## src/rtl/serial_sub.sv

```systemverilog
//------------------------------------------------------------------------------
// serial_sub -- bit-serial N-bit subtractor
//
// Computes diff = a - b - bin (modulo 2^WIDTH). The circuit handles one bit per
// clock, starting with the least significant bit. It uses a single
// full-subtractor cell and one borrow flop. A start/done handshake wraps the
// operation. The FSM has three states: IDLE -> RUN (WIDTH cycles) -> DONE
// (1 cycle) -> IDLE.
//
// Optional feature macro: SERIAL_SUB_OVF_EN
//   When it is defined, the module adds the ovf port (signed overflow of the
//   result) and the flops that capture the operand MSBs. When it is undefined,
//   neither the port nor that logic exists.
//
// Parameters:
//   WIDTH  operand/result width, 1..32 (default 8)
//
// Ports:
//   clk    in   system clock, rising edge
//   rst_n  in   asynchronous active-low reset
//   start  in   request, sampled only in IDLE
//   a      in   minuend, latched on the accepted start
//   b      in   subtrahend, latched on the accepted start
//   bin    in   borrow-in, latched on the accepted start
//   busy   out  high in RUN and DONE
//   done   out  one-cycle pulse when diff/bout are valid
//   diff   out  difference, held until the next completion
//   bout   out  final borrow-out (1 iff a < b + bin, unsigned)
//   ovf    out  signed overflow (only with SERIAL_SUB_OVF_EN)
//------------------------------------------------------------------------------
module serial_sub #(
   parameter int WIDTH = 8
) (
   input  logic             clk,
   input  logic             rst_n,
   input  logic             start,
   input  logic [WIDTH-1:0] a,
   input  logic [WIDTH-1:0] b,
   input  logic             bin,
   output logic             busy,
   output logic             done,
   output logic [WIDTH-1:0] diff,
   output logic             bout
`ifdef SERIAL_SUB_OVF_EN
   ,
   output logic             ovf
`endif
);

   localparam int CW = (WIDTH > 1) ? $clog2(WIDTH) : 1;

   typedef enum logic [1:0] {
      IDLE = 2'd0,
      RUN  = 2'd1,
      DONE = 2'd2
   } state_t;

   state_t           state;
   state_t           state_nxt;

   logic [WIDTH-1:0] a_sr;
   logic [WIDTH-1:0] b_sr;
   logic [WIDTH-1:0] r_sr;
   logic             br;
   logic [CW-1:0]    cnt;

   logic             last;
   logic             load;
   logic             shift;
   logic             finish;

   logic             d_bit;
   logic             br_nxt;
   logic [WIDTH:0]   r_cat;
   logic [WIDTH-1:0] r_nxt;
   logic             unused_r_lsb;

   // Full-subtractor cell on the current LSBs.
   assign d_bit  = a_sr[0] ^ b_sr[0] ^ br;
   assign br_nxt = (~a_sr[0] & b_sr[0]) | (~(a_sr[0] ^ b_sr[0]) & br);

   // The new bit enters the MSB of R and the oldest bit drops out of the LSB.
   // Building the shift from a concatenation keeps WIDTH=1 legal.
   assign r_cat        = {d_bit, r_sr};
   assign r_nxt        = r_cat[WIDTH:1];
   assign unused_r_lsb = r_cat[0];

   assign last = (cnt == CW'(WIDTH - 1));

   //---------------------------------------------------------------------------
   // FSM: state register
   //---------------------------------------------------------------------------
   always_ff @(posedge clk or negedge rst_n) begin
      if (!rst_n) begin
         state <= IDLE;
      end else begin
         state <= state_nxt;
      end
   end

   //---------------------------------------------------------------------------
   // FSM: next-state logic
   //---------------------------------------------------------------------------
   always_comb begin
      state_nxt = state;
      case (state)
         IDLE:    if (start) state_nxt = RUN;
         RUN:     if (last)  state_nxt = DONE;
         DONE:    state_nxt = IDLE;
         default: state_nxt = IDLE;
      endcase
   end

   //---------------------------------------------------------------------------
   // FSM: datapath control strobes
   //---------------------------------------------------------------------------
   always_comb begin
      load   = 1'b0;
      shift  = 1'b0;
      finish = 1'b0;
      case (state)
         IDLE: load = start;
         RUN: begin
            shift  = 1'b1;
            finish = last;
         end
         default: ;
      endcase
   end

   //---------------------------------------------------------------------------
   // Serial datapath: operand shift registers, borrow flop, bit counter
   //---------------------------------------------------------------------------
   always_ff @(posedge clk or negedge rst_n) begin
      if (!rst_n) begin
         a_sr <= '0;
         b_sr <= '0;
         r_sr <= '0;
         br   <= 1'b0;
         cnt  <= '0;
      end else if (load) begin
         a_sr <= a;
         b_sr <= b;
         br   <= bin;
         cnt  <= '0;
      end else if (shift) begin
         a_sr <= a_sr >> 1;
         b_sr <= b_sr >> 1;
         r_sr <= r_nxt;
         br   <= br_nxt;
         cnt  <= cnt + CW'(1);
      end
   end

   //---------------------------------------------------------------------------
   // Registered outputs. The result is updated only on DONE entry.
   //---------------------------------------------------------------------------
   always_ff @(posedge clk or negedge rst_n) begin
      if (!rst_n) begin
         busy <= 1'b0;
         done <= 1'b0;
         diff <= '0;
         bout <= 1'b0;
      end else begin
         busy <= (state_nxt != IDLE);
         done <= (state_nxt == DONE);
         if (finish) begin
            diff <= r_nxt;
            bout <= br_nxt;
         end
      end
   end

`ifdef SERIAL_SUB_OVF_EN
   logic a_msb;
   logic b_msb;

   // Overflow: the operand signs differ and the result sign differs from the
   // minuend's sign. The result MSB is the bit produced in the last RUN cycle.
   always_ff @(posedge clk or negedge rst_n) begin
      if (!rst_n) begin
         a_msb <= 1'b0;
         b_msb <= 1'b0;
         ovf   <= 1'b0;
      end else begin
         if (load) begin
            a_msb <= a[WIDTH-1];
            b_msb <= b[WIDTH-1];
         end
         if (finish) begin
            ovf <= (a_msb ^ b_msb) & (d_bit ^ a_msb);
         end
      end
   end
`endif

endmodule
```

## config.mk

```make
export PLATFORM = sky130hd
export DESIGN_NAME = serial_sub
export DESIGN_NICKNAME = d
export VERILOG_FILES = /design/src/rtl/serial_sub.sv
export SDC_FILE = /design/constraint.sdc
export NUM_CORES = 1
export LEC_CHECK = 0
export ABC_AREA = 0
export BUFFER_PORTS_ARGS = -buffer_cell sky130_fd_sc_hd__buf_4
export CAP_MARGIN = 10
export CORE_UTILIZATION = 55
export DETAILED_ROUTE_END_ITERATION = 6
export PLACE_DENSITY = 0.79
export SYNTH_ARGS = -nofsm -noshare
export SYNTH_HDL_FRONTEND = slang
export SYNTH_SLANG_ARGS = --single-unit
```

## constraint.sdc

```tcl
create_clock -name clk -period 3 [get_ports clk]
set_input_delay 0 -clock clk [delete_from_list [all_inputs] [get_ports clk]]
set_output_delay 0 -clock clk [all_outputs]
set_load 0.05 [all_outputs]
```

# Word-level counts from Yosys, hierarchy flattened
# Cells that the tools add are included.
[word_totals] in_bits=20 wordCells=40 register_bits=41 out_inout_bits=11
[op_classes] eq_ne=3 bitwise_logic=8 add_sub_neg=1 reduce_logical=4 n_mux=14
[ops] operator="8-bit two-way mux" n=4
[ops] operator="3-bit two-way mux" n=2
[ops] operator="1-bit two-way mux" n=5
[ops] operator="2-bit two-way mux" n=2
[ops] operator="2-bit one-hot mux with 2 select lines" n=1
[ops] operator="2-bit nonzero test" n=2
[ops] operator="3-bit by 1-bit adder with 3-bit output, second input constant" n=1
[ops] operator="3-bit equality test, second input constant" n=1
[ops] operator="1-bit inverter" n=3
[ops] operator="1-bit AND" n=2
[ops] operator="2-bit by 1-bit equality test with 1-bit output, second input constant" n=1
[ops] operator="2-bit equality test, second input constant" n=1
[ops] operator="2-bit logical NOT" n=1
[ops] operator="2-bit AND reduction" n=1
[ops] operator="1-bit bitwise XOR" n=2
[ops] operator="1-bit bitwise OR" n=1

# Longest topological paths before layout
[logic_depth] depth_word=6 ltp_mapped=6 depth_no_buf=5

# Least setup slack after synthesis
# OpenSTA, ideal clock, no wires.
[synth_path] kind="register -> register" from="register cnt[0]" to="register bout" path_stages_with_launch=6 required_time_ps=2875 n_path_buf=1 synth_period_minus_slack_ps=1434 setup_ps=125 arrival_time_ps=1309 slack_ps=1566 path_cell_list="dfrtp_1 ha_1 ha_1 nand3b_4 buf_6 mux2_2"
[synth_between] elab_chain_cells=2
[synth_rtl] item="start, declared" line="65" source="logic [CW-1:0] cnt;"
[synth_rtl] item="start signal, assigned" line="151" source="cnt <= cnt + CW'(1);"
[synth_rtl] item="3-bit equality test" line="88" source="assign last = (cnt == CW'(WIDTH - 1));"
[synth_rtl] item="1-bit two-way mux" line="121" source="case (state)"
[synth_rtl] item="end signal, assigned" line="169" source="bout <= br_nxt;"
[synth_rtl] item="end, declared" line="43" source="output logic bout"
# No other way between the ends.
# A chain may end at the register's enable or synchronous reset.

# Worst setup path after layout
[layout_path] from="register state[0]" to="register b_sr[3]"
[layout_between] elab_chain_cells=3 word_cells_on_any_way=6 cone_classes="eq/ne: 1; mux: 3; reduce/logical: 2"
[layout_rtl] item="start, declared" line="58" source="state_t state;"
[layout_rtl] item="start signal, assigned" line="97" source="state <= state_nxt;"
[layout_rtl] item="2-bit by 1-bit equality test with 1-bit output or 2-bit logical NOT (tied branches)" line="121"
[layout_rtl] item="1-bit two-way mux" line="121"
[layout_rtl] item="2-bit nonzero test (no source line) or 8-bit two-way mux (tied branches)"
[layout_rtl] item="end signal, assigned" line="148" source="b_sr <= b_sr >> 1;"
[layout_rtl] item="end, declared" line="62" source="logic [WIDTH-1:0] b_sr;"
# Parallel ways exist; a longest one is shown, timed or not.

==> metrics.sh <==
STATUS='complete, no violations'
FINAL_ANTENNA_NET_COUNT=0
SYNTH_FLOP_CELL='dfrtp_1'
NUM_IO_PINS=31
MAX_CAP_VIOLATIONS=0
STARTING_DRT_DRC_COUNT=32
HOLDCRITSTARTPOINT='start'
CTS_SINK_COUNT=40
DRT_DRC_VIOLATIONS_LEFT=0
DIE-HEIGHT_UM=57.2
CELL_TYPE_GROUP_WITH_THE_LARGEST_TOTAL_DELAY_ON_THE_CRITICAL_PATH='flip-flops'
ROUTE.DETAILED.WL_PER_INST_UM=16.2
AREA_OCCUPIED_BY_MULTI_INPUT_GATES_UM2=586
TIMING.SLEW.HEADROOM=0.579
POST-CTS-SETUP-BUFFERS=0
POST_SYNTH_MAIN_AREA_CONTRIBUTORS='dfrtp_1 (60%), o22ai_1 (6.7%), mux2_2 (5.4%), a2bb2oi_1 (4.7%), nand2_1 (4.7%)'
VIA_COUNT=1250
CLK_SLEW_ON_WORST_S_H_PATHS_NS=0.12
WORSTHOLDPATHTYPE='input port to flop'
GRT_SETUP_UNREPAIRED='no'
CRITICAL_PATH_BUF_INV_COUNT=0
MAX_FREQ_MHz=658
POSTSYNTHNETCOUNT=163
CELL_WITH_THE_LARGEST_STAGE_DELAY_ON_THE_WORST_PATH='dfrtp_1'
DIE_W_UM=57.2
FILLCELLCOUNT=191
WORST_R2R_ENDPOINT='b_sr[3]'
LAYOUT_WORST_PATH_CYCLE_SHARE=0.506
GRT_FIRST_PASS_WIRELENGTH_UM=5880
WHS_PATH_DEPTH=3
FF2FF_PATH_DEPTH=3
YS_FF_LATCH=40
WORST_VDD_DROP_V=0.000647
FP-ROW-COUNT=19
HOLD_PATH_END='a_sr[6]'
SEQUENTIAL_CELL_AREA_UM2=1000
DETAIL_ROUTE.WIRELENGTH_UM=3540
PLACEMENT.IO_BUFFERS=30
INSTANCES_NO_FILL=218
CRITICAL_PATH_CLASS='flop to flop'
TIMING.CRITICAL_PATH.FANOUT_MAX=11
NUM-NETS-FINAL=209
GLOBAL_ROUTE.OVERFLOW_TOTAL=0
SYN_AVG_CELL_AREA_UM2=12.0
AREA.GROWTH.SYNTH_TO_FINAL_PCT=27.2
SYNTH_ENABLE_FLOP_CELLS=0
DP_SLACK_NS=1.53
CLOCK_TREE.HTREE_LEVEL_COUNT=2
POST-ROUTE-WORST-SETUP-SLACK_NS=1.48
REG2REG_SLACK_NS=1.48
SYNTHTOPCELLSBYCOUNT='dfrtp_1 (40), nand2_1 (21), o22ai_1 (18), a2bb2oi_1 (9), mux2_2 (8)'
CTS_TREE='built'
CTSLONGESTPATHBUFFERS=2
SETUP_VIOL=0
YOSYS.AREA.TOP_TYPE='dfrtp_1'
SYNTH_TOP_CELL_AREA_SHARE=0.598
TIMING.CRITICAL_PATH.ARRIVAL_NS=1.78
FINAL_HOLD_VIOL_COUNT=0
TIGHTESTPINTRANSITION_NS=0.630
DRT-VIAS-PER-INSTANCE=5.73
SYNTH.CELL_AREA_UM2=1670
REGTOREGSTARTPOINT='state[0]'
LEAKAGE_nW=1.02
TRACK_USAGE=0.244
FINALWORSTPATHREQUIREDPERIOD_NS=1.52
SLEW_VIOLATIONS=0
YS_WARN_COUNT=0
GRT_PASS1_VIAS=1230
CRITICAL_PATH.MAX_STAGE_DELAY_NS=0.59
CLOCK_LATENCY_NS=0.35
CORE_AREA_UM2=2830
SYNTH-ASYNC-RESET-RATIO=1.00
WORST_SETUP_PATH_END_KIND='flop'
DRIVE_ABOVE_1_SHARE=0.267
RATIO_OF_TOTAL_POWER_TO_CELL_AREA_nW_PER_UM2=1090
NUMBER_OF_ANTENNA_VIOLATIONS_AT_THE_FIRST_CHECK_IN_GLOBAL_ROUTING=0
ROUTABILITYCONGESTION=0.768
SYN-INSTANCE-COUNT=140
SETUP_TOTAL_NEG_SLACK_NS=0
NUM_ANTENNA_CELLS=0
WORSTPATHCELLLIST='nand2b_1 -> o22ai_1 -> a2bb2oi_1'
CLOCK_TREE.ROOT_CELL='clkbuf_4'
FIRST_PASS_ITERS=4
INITIAL_CORE_UTIL=0.592
NETLIST-CELL-TYPE-COUNT=25
SETUP.WORST_PATH.START_CLASS='flop'
DP_CELL_COUNT=192
CRIT_REQUIRED_NS=3.27
NUMCTSBUFFERS=5
DP_HPWL_UM=2170
FIN_WORST_SKEW_NS=0.00806
SYNTH_MOST_COMMON_CELL='dfrtp_1'
DIE_AREA_UM2=3270
GRT_START_MAX_NET_PINS=41
SEQUENTIAL_CELL_AREA_FRACTION_IN_THE_YOSYS_REPORT=0.598
-- stage by stage --
step	hold WS (ns)	total power, mW	area, um2	utilization
after floorplan	-0.296	1.72	1670	-
after global placement	-0.0125	1.91	1870	0.662
after detailed placement	-0.00422	1.96	1870	0.662
final	0.0626	2.33	2130	0.753
after global routing	0.0612	2.47	2130	0.753
after CTS	0.0467	2.32	2130	0.753
-- tightest hold or removal path: cells and delay by family --
family / cells / cell delay, ns
buf+inv: 1 / 0.14
compound gates: 2 / 0.23
-- cells in the final DEF, fill, tap and decap left out --
master,instances
fa_1,1
a22oi_1,1
bufinv_16,1
nor2b_1,2
mux2_2,8
or4b_1,1
dlygate4sd3_1,18
clkbuf_1,1
nor2_1,2
o221a_2,1
o21ai_2,1
nand2_1,21
ha_1,2
a21oi_1,6
o21ai_0,4
a2bb2oi_1,9
inv_1,4
a32o_1,1
dfrtp_1,40
nand3b_4,1
inv_2,2
o22ai_1,18
nand2b_1,4
a22o_1,2
buf_4,30
clkinv_2,1
clkbuf_4,5
-- area by class of cell --
type | instances | share of cell area
flip-flops and latches | 40 | 0.470
clock buffers | 6 | 0.0194
repair buffers | 48 | 0.190
well taps | 31 | 0.0182
multi-input cells | 85 | 0.275
inverters | 6 | 0.0106
clock inverters | 2 | 0.0165
-- logic make-up after synthesis --
kind of cell	after synthesis	share of synthesized area
compound gates	43	0.177
flops	40	0.598
simple gates	31	0.0919
buf+inv	15	0.0523
mux	8	0.0538
fa+ha+maj	3	0.0269
-- worst max-delay path by stage --
stage          slack (ns)       to  startpoint  depth (start not counted)
6_report             1.48  b_sr[3]    state[0]                          3
5_1_grt              1.37  b_sr[3]    state[0]                          3
4_1_cts              1.53  diff[3]      cnt[0]                          4
3_5_place_dp         1.53  diff[3]      cnt[0]                          4
3_3_place_gp         1.57  diff[6]      cnt[0]                          4
2_1_floorplan        1.57     bout      cnt[0]                          5
-- where the power goes --
group	internal, mW	switching, mW	leakage (nW)
Sequential	0.787	0.176	0.477
Combinational	0.420	0.595	0.504
Clock	0.175	0.174	0.0422
Total	1.38	0.945	1.02
-- routing by layer --
metal	wire, um	vias up	track usage
met5	0	-	0
met4	93	0	0.0871
met3	169	11	0.0748
met2	1740	37	0.390
met1	1540	607	0.320
li1	-	595	-
-- what timing repair did --
| action | 4_1_cts | 5_1_grt |
|---|---|---|
| hold buffers | 18 | 0 |
| gates resized for setup | 0 | 0 |
| hold endpoints to repair | 57 | 0 |
-- flip-flops by register name, indices dropped and copies added (netlist names) --
signal,count
busy,1
br,1
diff,8
state,2
done,1
cnt,3
b_sr,8
r_sr,7
a_sr,8
bout,1
Power figures use the tool's default switching activity.
